## src/rtl/sd4_align_accumulator.sv

```systemverilog
// Block-floating-point accumulator: sums sign/mantissa/exponent terms against a
// running max exponent, realigning the sum whenever a larger exponent arrives.
module sd4_align_accumulator #(
    parameter int MANT_W    = 11,
    parameter int ACC_W     = 20,
    parameter int EXP_W     = 6,
    parameter int MAX_TERMS = 256
) (
    input  logic              clk,
    input  logic              rst,
    input  logic              in_valid,
    output logic              in_ready,
    input  logic              in_sign,
    input  logic [MANT_W-1:0] in_mant,
    input  logic [EXP_W-1:0]  in_exp,
    input  logic              in_last,
    output logic              out_valid,
    input  logic              out_ready,
    output logic [ACC_W-1:0]  signed_sum,
    output logic [EXP_W-1:0]  exp_max,
    output logic              out_ovf
);

    localparam int CNT_W = $clog2(MAX_TERMS) + 1;
    localparam logic [EXP_W-1:0] MIN_EXP   = {1'b1, {(EXP_W-1){1'b0}}};
    localparam logic [EXP_W:0]   SH_FULL   = (EXP_W+1)'(ACC_W);
    localparam logic [EXP_W:0]   SH_SIGNED = (EXP_W+1)'(ACC_W - 1);

    typedef enum logic [1:0] {
        S_IDLE,
        S_ACC,
        S_OUT
    } state_t;

    state_t             state_q, state_d;
    logic [ACC_W-1:0]   acc_q, acc_d;
    logic [EXP_W-1:0]   max_q, max_d;
    logic               ovf_q, ovf_d;
    logic [CNT_W-1:0]   term_cnt_q, term_cnt_d;

    logic               accept;
    logic [ACC_W-1:0]   base_acc;
    logic [EXP_W-1:0]   base_max;
    logic               base_ovf;
    logic [EXP_W:0]     exp_ext, max_ext, shift_amt;
    logic               exp_gt, mant_zero;
    logic [ACC_W-1:0]   mant_ext, mag, term, aligned_acc, sum;
    logic               add_ovf;

    always_ff @(posedge clk) begin
        if (rst) begin
            state_q    <= S_IDLE;
            acc_q      <= '0;
            max_q      <= MIN_EXP;
            ovf_q      <= 1'b0;
            term_cnt_q <= '0;
        end else begin
            state_q    <= state_d;
            acc_q      <= acc_d;
            max_q      <= max_d;
            ovf_q      <= ovf_d;
            term_cnt_q <= term_cnt_d;
        end
    end

    // A term accepted in IDLE opens a fresh vector, so it sees a cleared accumulator.
    always_comb begin
        accept    = in_valid && in_ready;
        base_acc  = (state_q == S_IDLE) ? '0 : acc_q;
        base_max  = (state_q == S_IDLE) ? MIN_EXP : max_q;
        base_ovf  = (state_q == S_IDLE) ? 1'b0 : ovf_q;
        mant_zero = (in_mant == '0);

        exp_ext   = {in_exp[EXP_W-1], in_exp};
        max_ext   = {base_max[EXP_W-1], base_max};
        exp_gt    = $signed(exp_ext) > $signed(max_ext);
        shift_amt = exp_gt ? (exp_ext - max_ext) : (max_ext - exp_ext);
        mant_ext  = {{(ACC_W-MANT_W){1'b0}}, in_mant};

        aligned_acc = base_acc;
        mag         = '0;
        if (!mant_zero) begin
            if (exp_gt) begin
                if (shift_amt >= SH_SIGNED) begin
                    aligned_acc = {ACC_W{base_acc[ACC_W-1]}};
                end else begin
                    aligned_acc = $signed(base_acc) >>> shift_amt;
                end
                mag = mant_ext;
            end else if (shift_amt < SH_FULL) begin
                mag = mant_ext >> shift_amt;
            end
        end

        term    = in_sign ? (~mag + 1'b1) : mag;
        sum     = aligned_acc + term;
        add_ovf = (aligned_acc[ACC_W-1] == term[ACC_W-1]) &&
                  (sum[ACC_W-1] != aligned_acc[ACC_W-1]);
    end

    always_comb begin
        state_d    = state_q;
        acc_d      = acc_q;
        max_d      = max_q;
        ovf_d      = ovf_q;
        term_cnt_d = term_cnt_q;

        if (accept) begin
            acc_d      = sum;
            max_d      = (!mant_zero && exp_gt) ? in_exp : base_max;
            ovf_d      = base_ovf | add_ovf;
            term_cnt_d = ((state_q == S_IDLE) ? '0 : term_cnt_q) + 1'b1;
            state_d    = in_last ? S_OUT : S_ACC;
        end else if (state_q == S_OUT && out_ready) begin
            state_d = S_IDLE;
        end
    end

    assign in_ready   = (state_q != S_OUT);
    assign out_valid  = (state_q == S_OUT);
    assign signed_sum = acc_q;
    assign exp_max    = max_q;
    assign out_ovf    = ovf_q;

endmodule

```

## config.mk

```make
export PLATFORM = sky130hd
export DESIGN_NAME = sd4_align_accumulator
export DESIGN_NICKNAME = d
export VERILOG_FILES = /design/src/rtl/sd4_align_accumulator.sv
export SDC_FILE = /design/constraint.sdc
export NUM_CORES = 1
export LEC_CHECK = 0
export BUFFER_PORTS_ARGS = -buffer_cell sky130_fd_sc_hd__buf_4
export CAP_MARGIN = 20
export CORE_AREA = 2 2 114 116
export DETAILED_ROUTE_END_ITERATION = 12
export DIE_AREA = 0 0 116 118
export PLACE_DENSITY = 0.62
export SLEW_MARGIN = 20
export SYNTH_ARGS = -nofsm -noshare
export SYNTH_HDL_FRONTEND = slang
export SYNTH_SLANG_ARGS = --single-unit
```

## constraint.sdc

```tcl
create_clock -name clk -period 8 [get_ports clk]
set_input_delay 0.8 -clock clk [delete_from_list [all_inputs] [get_ports clk]]
set_output_delay 0.8 -clock clk [all_outputs]
set_load 0.1 [all_outputs]
```

==> Word-level counts from Yosys, hierarchy flattened <==
Cells that the tools add are included.
{ "op_classes": {"n_bitwise": 2, "n_mux": 15, "n_lt_le_gt_ge": 3, "n_eq_ne": 4, "add_sub_neg": 4, "shifts": 2, "reduce_logical": 8} }
{ "op_table": {"columns": ["operator", "count"], "rows": [
  ["20-bit 2-to-1 mux", 8],
  ["20-bit by 1-bit adder with 20-bit output (second input constant)", 1],
  ["20-bit adder", 1],
  ["20-bit inverter", 1],
  ["11-bit by 7-bit right shift with 20-bit output", 1],
  ["20-bit by 7-bit >>> shifter with 20-bit output", 1],
  ["6-bit by 6-bit subtractor with 7-bit output", 2],
  ["6-bit 2-to-1 mux", 2],
  ["11-bit logical NOT", 1],
  ["7-bit by 5-bit >= comparator with 1-bit output (second input constant)", 1],
  ["7-bit by 5-bit less-than comparator with 1-bit output (second input constant)", 1],
  ["7-bit 2-to-1 mux", 1],
  ["6-bit greater-than comparator", 1],
  ["2-bit 2-to-1 mux", 3],
  ["1-bit logical AND", 4],
  ["2-bit equality test (second input constant)", 1],
  ["2-bit logical NOT", 1],
  ["2-bit != test (second input constant)", 1],
  ["2-bit nonzero test", 1],
  ["1-bit equality test", 1],
  ["1-bit logical NOT", 1],
  ["1-bit 2-to-1 mux", 1],
  ["1-bit != test", 1],
  ["1-bit OR", 1]
]} }
{ "totals": {"reg_bits": 29, "word_cells": 42} }

==> Depth between registers and ports, before layout <==
{ "logic_depth": {"depth_word": 15, "mapped_depth": 34, "ltp_nobuf": 31} }

==> Worst setup path after synthesis <==
Ideal clock, no wire load.
{ "synth_path": {"kind": "reg2reg", "from": "register max_q[4], in the netlist exp_max[4]", "to": "register acc_q[19], in the netlist signed_sum[19]", "path_stages_with_launch": 29, "slack_ns": 1.274, "t_arrival_ns": 6.590, "t_required_ns": 7.864, "path_cell_list": "dfxtp_1 -> nand2_1 -> ha_1 -> a21o_1 -> or2_1 -> o2111ai_2 -> a21boi_1 -> buf_6 -> buf_6 -> buf_2 -> mux2i_1 -> mux2i_1 -> nand2_1 -> a31oi_1 -> a21oi_1 -> o22ai_1 -> a221o_1 -> ha_1 -> a211oi_1 -> o21bai_1 -> o311a_1 -> o31a_1 -> a211oi_1 -> nor3_1 -> a21o_1 -> a21o_1 -> and4_4 -> o311ai_1 -> o211ai_1"} }
{ "synth_between": {"elab_chain_len": 11, "word_cells_on_any_way": 19, "cone_classes": "4 x add/sub; 3 x order compare; 2 x shift; 9 x mux; 1 x bitwise"} }
{ "synth_rtl": {"columns": ["element", "line_no", "rtl"], "rows": [
  ["start, declared", "37", "logic [EXP_W-1:0] max_q, max_d;"],
  ["start signal, assigned", "60", "max_q <= max_d;"],
  ["6-bit 2-to-1 mux *", "70", "base_max = (state_q == S_IDLE) ? MIN_EXP : max_q;"],
  ["6-bit by 6-bit subtractor with 7-bit output / 6-bit greater-than comparator (equally long branches)", "77, 76", null],
  ["7-bit 2-to-1 mux", "77", "shift_amt = exp_gt ? (exp_ext - max_ext) : (max_ext - exp_ext);"],
  ["7-bit by 5-bit less-than comparator with 1-bit output / 11-bit by 7-bit right shift with 20-bit output (equally long branches)", "90, 91", null],
  ["20-bit 2-to-1 mux", "90", "end else if (shift_amt < SH_FULL) begin"],
  ["20-bit 2-to-1 mux", "83", "if (exp_gt) begin"],
  ["20-bit 2-to-1 mux", "82", "if (!mant_zero) begin"],
  ["20-bit inverter", "95", "term = in_sign ? (~mag + 1'b1) : mag;"],
  ["20-bit by 1-bit adder with 20-bit output", "95", null],
  ["20-bit 2-to-1 mux", "95", null],
  ["20-bit adder *", "96", "sum = aligned_acc + term;"],
  ["end signal, assigned", "53", "acc_q <= '0;"],
  ["end signal, assigned", "59", "acc_q <= acc_d;"],
  ["end, declared", "36", "logic [ACC_W-1:0] acc_q, acc_d;"]
]} }
Mark *: on every way between the ends. The rest lies on a longest branch, timed or not.
A chain may end at the register's enable or synchronous reset.

==> Worst setup path after layout <==
{ "layout_path": {"from": "register state_q[1]", "to": "register acc_q[19], in the netlist signed_sum[19]"} }
{ "layout_between": {"elab_chain_len": 12, "word_cells_on_any_way": 23, "cone_classes": "4 x add/sub; 3 x order compare; 1 x eq/ne; 2 x shift; 10 x mux; 1 x bitwise; 2 x reduce/logical"} }
{ "layout_rtl": {"columns": ["element", "line_no", "rtl"], "rows": [
  ["start, declared", "35", "state_t state_q, state_d;"],
  ["start signal, assigned", "58", "state_q <= state_d;"],
  ["2-bit logical NOT", null, null],
  ["6-bit 2-to-1 mux", "70", null],
  ["6-bit by 6-bit subtractor with 7-bit output / 6-bit greater-than comparator (equally long branches)", "77, 76", null],
  ["7-bit 2-to-1 mux", "77", null],
  ["7-bit by 5-bit less-than comparator with 1-bit output / 11-bit by 7-bit right shift with 20-bit output (equally long branches)", "90, 91", null],
  ["20-bit 2-to-1 mux", "90", null],
  ["20-bit 2-to-1 mux", "83", null],
  ["20-bit 2-to-1 mux", "82", null],
  ["20-bit inverter", "95", null],
  ["20-bit by 1-bit adder with 20-bit output", "95", null],
  ["20-bit 2-to-1 mux", "95", null],
  ["20-bit adder", "96", null]
]} }
Several ways; a longest one is shown, not always the timed one.

==> flow_summary.toml <==
[outcome]
status = "finished, final reports clean"

[critical_path]
worst_r2r_endpoint = "signed_sum[19]"
type_of_element_capturing_the_critical_path = "flip-flop"
cp.required_ns = 8.14
worst_path_largest_cell_delay_ns = 0.47
r2r.worst_path.cells = 29
reg2reg_setup_slack_ns = 0.55
reg_to_reg_startpoint = "state_q[1]"
critical_path_peak_fanout = 13
timing.setup.critical_path_class = "reg2reg"
cp.arrival_ns = 7.59
slowest_stage_cell_on_the_critical_path = "ha_1"
start_kind = "flip-flop"

[global_routing]
global_route.overflow_total = 0
largest_net_degree_at_the_start_of_global_routing = 33
grt_pass1_vias = 5240
total_routing_resource_utilization_after_global_routing_pct = 24.0
first_pass_grt_wire_length_um = 26700
grt_antenna_before_repair = 0

[synth]
synth_enable_flop_cells = 0
postSynth.asyncResetShare_pct = 0
syn_inst = 690
yosysMostFrequentCell = "nand2_1"
ys.flop_type = "dfxtp_1"
ys.warnings.count = 0
synth_area_mm2 = 0.00489
synth_seq_cells = 29
synth.lib_cells_used.distinct = 77
synth.cells.most_frequent = "nand2_1, a21oi_1, nor2_1"
fraction_of_the_yosys_area_taken_by_sequential_cells_pct = 11.9
synth.top_cells.by_area = "dfxtp_1, mux2i_1, ha_1"
synthDominantAreaCellType = "dfxtp_1"
post_synth.cell_area_avg_um2 = 7.09
synth_nets = 749
synthDominantCellAreaShare_pct = 11.9

[sta]
fin_worst_hold_slack_ns = 0.454
final.setup.tns_ns = 0
finalWorstPathRequiredPeriod_ns = 7.45
slew_headroom_pct = 34.8
fin_crit_sh_pct = 93.1
fmaxAchievable_mhz = 134
final-max-slew-violation-count = 0
timing_hold_violations_final = 0
timing.final.setup_violations = 0
worstMarginPinSlew_ns = 0.975
rsz0062_at_grt = "false"
worst_clock_skew_ns = 0.00303

[placement]
portBuffers = 51
place_hpwl_um = 12600
gp_congestion = 0.960
dpl.cell_count = 884

[floorplanning]
core_region_area_mm2 = 0.0124
top_level_ports = 52
fp-row-count = 41
die_area_mm2 = 0.0137
die_width_um = 116
die_y_um = 118
initial_core_util_pct = 39.4

[drt]
top_signal_layer_used = "met4"
routedWlPerCell_um = 18.3
route.vias.total = 5395
initialDrtViolationCount = 440
routed_via_density = 6.03
firstDrtPassIters = 5
met3_length_um = 915
met2_length_um = 7760
ant_nets = 0
drt-total-wl_um = 16300
met1Wirelength_um = 7270
drc_errors = 0

[final_layout]
finalNonFillerCells = 895
final_layout_size_suffix_gt1_share_pct = 13.3
n_antenna_cell = 0
layout_overhead_on_the_synthesized_area_pct = 14.0
finalCoreUtilization_pct = 44.9
num-nets-final = 782

[hold_path]
whs_endpoint = "out_ovf"
min_path_cells = 2
hold_path_startpoint = "out_ovf"
hp-class = "reg2reg"

[power_and_ir_drop]
ir_drop_v = 0.000154
static-leakage-power_uw = 0.00245
power-per-cell-area_mw_per_mm2 = 241

[clock_network]
cts_tree = "yes"
inserted_clock_buffers = 5
post_cts_resize_count = 0
ctsRootBufferMaster = "clkbuf_16"
worstSkewPairLatency_ns = 0.28
cts_max_path_buffers = 2
cts.sink_count = 29
clk_pin_slew_worst_paths_ns = 0.05
clock_tree.htree_level_count = 2

[run]
max_cap_violations = 0
[cell type report]
cell class	instances	area (um^2)
fill	1351	6840
timing repair buffer	67	503
inverter	29	109
multi-input combinational	591	4030
sequential	29	581
clock buffer	7	143
tap	172	215
[flip-flops by register name, summed over array words and instances (netlist names)]
name / count
state_q: 2
exp_max: 6
out_ovf: 1
signed_sum: 20
[critical path, delay by kind of cell, from the launching register on]
| kind | cells | cell delay (ns) |
|---|---|---|
| AO/OA/AOI/OAI | 15 | 3.62 |
| AND/OR/NAND/NOR | 8 | 1.69 |
| adder cells (fa/ha/maj) | 2 | 0.73 |
| multiplexers | 1 | 0.40 |
| XOR/XNOR | 1 | 0.33 |
| flip-flops | 1 | 0.32 |
| buffers and inverters | 2 | 0.23 |
[stage by stage]
step / power (uW) / setup slack (ns) / cell area [um^2]
6_report: 1340 / 0.553 / 5580
5_1_grt: 1430 / 0.0412 / 5580
4_1_cts: 1330 / 0.458 / 5550
3_5_place_dp: 1140 / 0.503 / 5400
3_3_place_gp: 1130 / 0.651 / 5400
2_1_floorplan: 931 / 1.27 / 4890
[logic make-up after synthesis]
family | share of synthesized area, %
buffers and inverters | 6.01
xor gates and xnor gates | 4.99
DFF | 11.9
AOI/OAI and AO/OA | 32.0
muxes | 12.4
adders and majority gates | 9.67
and+or+nand+nor | 23.1
[routing by layer]
layer	up-vias	global-route usage, %
met5	-	0
met4	0	8.78
met3	29	3.50
met2	188	39.8
met1	2578	31.2
li1	2600	-
[worst max path at each step]
stage,from,end,slack (ns)
CTS,state_q[1],signed_sum[19],0.46
floorplan,exp_max[4],signed_sum[19],1.27
global route,state_q[1],signed_sum[19],0.04
finish,state_q[1],signed_sum[19],0.55
detailed placement,in_exp[2],signed_sum[19],0.50
global placement,in_exp[3],signed_sum[19],0.65
[cells in the final DEF (no fill, tap or decap), types with 4 or more instances in the layout]
master and count:
and3_1 5, a22oi_1 6, o21ai_1 8, xnor2_1 18, buf_4 67, o211ai_1 13, nor2b_1 14, a311oi_1 8
mux2i_1 44, o31ai_1 4, nor4_1 6, dfxtp_1 29, clkbuf_16 5, and2_1 5, mux2_2 5, inv_1 29
a21o_1 18, nand2_1 102, nand3_1 15, a22o_1 9, nor3_1 15, nand4_1 5, o21a_1 8, a31oi_1 7
ha_1 33, a21oi_1 61, nand2b_1 9, xor2_1 8, or3_1 6, a211oi_1 11, nor2_1 47, o21ai_0 38
[power breakdown]
group / total (uW) / switching (uW) / internal [uW]
Clock: 189 / 66.9 / 122
Combinational: 937 / 618 / 319
Sequential: 218 / 46.2 / 172
[repair_timing]
item,in CTS,in global routing
setup buffers,0,4
hold buffers,0,0
setup endpoints to repair,0,1
(Power assumes the default switching activity.)
